`src/rtl/miner_core_ctrl.sv`:
```
// Sequencer for one SHA-256 miner core: LOAD -> ROUNDS rounds -> FINAL -> CHECK per nonce.
// Latency: first load_init 1 cycle after start; 1+ROUNDS+1+1 cycles per nonce.
// Backpressure: none; abort is deferred to the next nonce boundary, status held until ack.
module miner_core_ctrl #(
  parameter int ROUNDS = 64,
  parameter int CNT_W  = 7
) (
  input  logic             clk,
  input  logic             n_rst,
  input  logic             start,
  input  logic             abort,
  input  logic             ack,
  input  logic [31:0]      nonce_init,
  input  logic [31:0]      nonce_last,
  input  logic             hash_lt_target,
  input  logic [CNT_W-1:0] count,
  input  logic             rollover_flag,
  output logic             enable_timer,
  output logic [CNT_W-1:0] rollover_val,
  output logic             load_init,
  output logic             round_en,
  output logic             final_add,
  output logic [31:0]      nonce,
  output logic             busy,
  output logic             found,
  output logic             exhausted,
  output logic [31:0]      golden_nonce
);

  typedef enum logic [2:0] {
    S_IDLE,
    S_LOAD,
    S_ROUND,
    S_FINAL,
    S_CHECK,
    S_FOUND,
    S_EXHAUST
  } state_t;

  state_t      r_state;
  state_t      w_next;
  logic [31:0] r_nonce;
  logic [31:0] r_last;
  logic [31:0] r_golden;
  logic        r_abort_pend;
  logic        w_abort_any;
  logic        w_unused;

  // The round index is consumed by the datapath directly; only the wrap flag matters here.
  assign w_unused     = ^count;
  assign rollover_val = CNT_W'(ROUNDS - 1);
  assign nonce        = r_nonce;
  assign golden_nonce = r_golden;
  // An abort arriving in the CHECK cycle itself must still stop the run.
  assign w_abort_any  = r_abort_pend | abort;

  // State register.
  always_ff @(posedge clk or negedge n_rst) begin
    if (!n_rst) begin
      r_state <= S_IDLE;
    end else begin
      r_state <= w_next;
    end
  end

  // Next-state and Moore output decode.
  always_comb begin
    w_next       = r_state;
    enable_timer = 1'b0;
    load_init    = 1'b0;
    round_en     = 1'b0;
    final_add    = 1'b0;
    busy         = 1'b0;
    found        = 1'b0;
    exhausted    = 1'b0;
    case (r_state)
      S_IDLE: begin
        if (start) w_next = S_LOAD;
      end
      S_LOAD: begin
        load_init = 1'b1;
        busy      = 1'b1;
        w_next    = S_ROUND;
      end
      S_ROUND: begin
        enable_timer = 1'b1;
        round_en     = 1'b1;
        busy         = 1'b1;
        if (rollover_flag) w_next = S_FINAL;
      end
      S_FINAL: begin
        final_add = 1'b1;
        busy      = 1'b1;
        w_next    = S_CHECK;
      end
      S_CHECK: begin
        busy = 1'b1;
        if (hash_lt_target)         w_next = S_FOUND;
        else if (r_nonce == r_last) w_next = S_EXHAUST;
        else if (w_abort_any)       w_next = S_IDLE;
        else                        w_next = S_LOAD;
      end
      S_FOUND: begin
        found = 1'b1;
        if (ack) w_next = S_IDLE;
      end
      S_EXHAUST: begin
        exhausted = 1'b1;
        if (ack) w_next = S_IDLE;
      end
      default: w_next = S_IDLE;
    endcase
  end

  // Nonce range bookkeeping and golden nonce capture.
  always_ff @(posedge clk or negedge n_rst) begin
    if (!n_rst) begin
      r_nonce  <= '0;
      r_last   <= '0;
      r_golden <= '0;
    end else begin
      if (r_state == S_IDLE && start) begin
        r_nonce <= nonce_init;
        r_last  <= nonce_last;
      end else if (r_state == S_CHECK && w_next == S_LOAD) begin
        r_nonce <= r_nonce + 32'd1;
      end
      if (r_state == S_CHECK && w_next == S_FOUND) r_golden <= r_nonce;
    end
  end

  // Pending abort: latched while busy, dropped whenever the FSM enters IDLE.
  always_ff @(posedge clk or negedge n_rst) begin
    if (!n_rst) begin
      r_abort_pend <= 1'b0;
    end else if (w_next == S_IDLE && r_state != S_IDLE) begin
      r_abort_pend <= 1'b0;
    end else if (busy && abort) begin
      r_abort_pend <= 1'b1;
    end
  end

endmodule

```
`config.mk`:
```
export PLATFORM = sky130hd
export DESIGN_NAME = miner_core_ctrl
export DESIGN_NICKNAME = d
export VERILOG_FILES = /design/src/rtl/miner_core_ctrl.sv
export SDC_FILE = /design/constraint.sdc
export NUM_CORES = 1
export LEC_CHECK = 0
export ABC_AREA = 0
export CAP_MARGIN = 20
export CORE_MARGIN = 2
export CORE_UTILIZATION = 48
export DETAILED_ROUTE_END_ITERATION = 7
export PLACE_DENSITY = 0.81
export SLEW_MARGIN = 20
export SYNTH_ARGS = -nofsm -noshare
export SYNTH_HDL_FRONTEND = slang
export SYNTH_SLANG_ARGS = --single-unit
```
`constraint.sdc`:
```
create_clock -name clk -period 2.8 [get_ports clk]
set_clock_uncertainty 0.05 [all_clocks]
set_input_delay 0.28 -clock clk [delete_from_list [all_inputs] [get_ports clk]]
set_output_delay 0.28 -clock clk [all_outputs]
set_load 0.03 [all_outputs]
```
==> metrics <==
outcome finished, final reports clean; sequential share of power 34.7%; grt ovf 0; Net Sw Frac ~45%; Multi-input gate area 0.00263 mm²; Synth Flop Type dfrtp_1; Post-Route WL 14100 µm; Hold WC Path Type in -> reg; PwrDens 1120 mW/mm²; cts hold-fix bufs 1; number of buffers created by CTS 9; DRC Markers 0; hold slack final between 0.3 and 0.4 ns; worst slew pin tran 0.711 ns; Core Region 0.0108 mm²; drt initial violations 260; most frequent cell after synthesis nand2_1; VDD IR max 0.691 mV; cells after synthesis approximately 560; Max clock buf depth 2; crit path DAT 2.80 ns; Final Slew Violations 0; IO Port Bufs about 140; Pint 4.40 mW; Post-layout nets 772; routed wl met3 913 µm; Setup CP Type reg -> reg; Pwr Total 8.02 mW; Inserted Diodes 0; Root Driver clkbuf_8; sequential area share after synthesis 46.8%; Worst setup EP type flop; Highest Clock Rate 0.398 GHz; Post-CTS Resized 0; Distinct cells, synth 54; later-pin clock latency in the skew report 0.39 ns; die area ~0.012 mm²; Final Hold Fails 0; Top Layer Used met4; Synth Area per Inst 9.63 µm²; combinational share of power 54.1%; H-tree depth 3; EDFF count, synth 0; area growth from synthesis to layout 33.5%; Vias/cell 5.40; Post-Syn Area 0.00534 mm²; Detailed Routing Iterations Pass 1 7; Commonest cells post-synth nand2_1, dfrtp_1, xnor2_1, mux2_2, nor2_1; Via Count 4527; Rel. slew slack 52.6%; clock sink count 100; Worst setup SP type flop; Synth area leader dfrtp_1; Clock Power Share 11.2%; post-CTS setup buffer count 0; die width 110 µm; RSZ-0062 raised after global routing no; gp weighted congestion ~0.93; FF+latch area 0.00250 mm²; clock transition at the registers of the reported paths 0.11 ns; Fin Setup TNS 0 ns; first-pass GRT wire length 22600 µm; die height roughly 110 µm; Area contributors post-synth dfrtp_1, nand2_1, xnor2_1; IO Pins ~160; Detail Placement HPWL 10600 µm; fin crit share roughly nine tenths; TritonCTS clock tree done; Async SR Flop Fraction 100%; # fillers 891; Metal-1 WL ~6000 µm; largest net degree at the start of global routing a little under 60; Lkg Pwr a little under 3 nW; metal2 WL 6840 µm; top-area cell type share of the netlist area 46.8%; crit path time final 2.52 ns; warnings from Yosys 0; max_cap viols 0; Psw between 3 and 4 mW; CP required 3.09 ns; vias in the first global route around 4600; GRT Util Overall roughly a quarter; post-synthesis sequential element count 100; CP Max Fanout 8; Initial Util 49.3%; share of cells above drive strength 1 13.0%; Antenna Nets Post-Route 0; initial antenna violation count 0; DR WL/cell about 17 µm; Rows 38; final setup fails 0
[cell type report]
type	instances	area share [%]
clock buffer	9	1.74
clock inverter	7	0.807
inverter	6	0.316
multi-input combinational	410	36.9
sequential	100	35.1
tap	140	2.45
timing repair buffer	166	22.8
[cells by family after synthesis]
family / Yosys count / share of synthesized area (%)
flops: 100 / 46.8
simple gates: 243 / 21.3
mux: 49 / 10.0
other cells: 2 / 0.141
compound gates: 61 / 8.76
fa+ha+maj: 1 / 0.234
xor+xnor: 49 / 8.03
buf+inv: 50 / 4.73
[sequential cells by signal (all words and copies together), names as in the netlist]
signal and flops:
nonce 32, r_last 32, r_state 3, golden_nonce 32
r_abort_pend 1
[routing by layer]
metal	global-route usage [%]	vias up
li1	-	2157
met1	31.8	2165
met2	41.2	181
met3	4.03	24
met4	10.4	0
met5	0	-
[through the flow]
stage	instance area (µm²)	util (%)	worst slack (ns)	std cells
after global placement	6940	64.1	0.275	821
after CTS	7140	65.8	0.314	838
after floorplan	5360	-	0.406	560
after global routing	7140	65.8	0.216	838
final	7140	65.8	0.285	838
after detailed placement	6940	64.1	0.266	821
[worst paths after layout]
check / start / endpoint / slack [ns] / depth (start not counted)
worst max register to register: nonce[6] / nonce[28] / 0.28 / 6
worst min register to register: r_last[26] / r_last[26] / 0.46 / 2
min in group asynchronous: n_rst / golden_nonce[0] / 0.43 / 2
worst min-delay path: nonce_last[31] / r_last[31] / 0.36 / 3
max in group asynchronous: n_rst / r_last[11] / 1.42 / 3
worst max-delay path: nonce[6] / nonce[28] / 0.28 / 6
[power groups by stage]
stage	registers, mW	clock network [mW]	logic (mW)
final	2.78	0.899	4.33
after global routing	2.87	0.978	4.69
after CTS	2.77	0.914	4.35
after detailed placement	2.81	0	4.33
after global placement	2.76	0	4.21
after floorplan	3.38	0	2.06
[layout by cell type (no fill, tap or decap), drive strengths merged, types with 3 or more instances in the layout]
master,netlist,final
conb,2,7
a211oi,3,3
o21ai,17,17
a2111oi,14,14
dfrtp,100,100
inv,6,10
xnor2,49,49
buf,28,25
nand3,15,15
and3,10,10
mux2,35,35
nor2,16,16
mux2i,14,14
nor3,12,12
nor4,3,3
a21oi,11,11
clkbuf,16,9
a22oi,6,6
nand2,147,147
clkdlybuf4s50,0,140
and2,13,13
nand4,14,14
nor3b,3,3
[worst max-delay path: stages, from the launching register on]
cell	delay (ns)
dfrtp_1	0.58
and4_1	0.31
and3_1	0.25
nand3_2	0.18
a2111oi_4	0.62
mux2_2	0.40
nand2_1	0.06
Note: power is estimated with default switching activity, not from simulation.
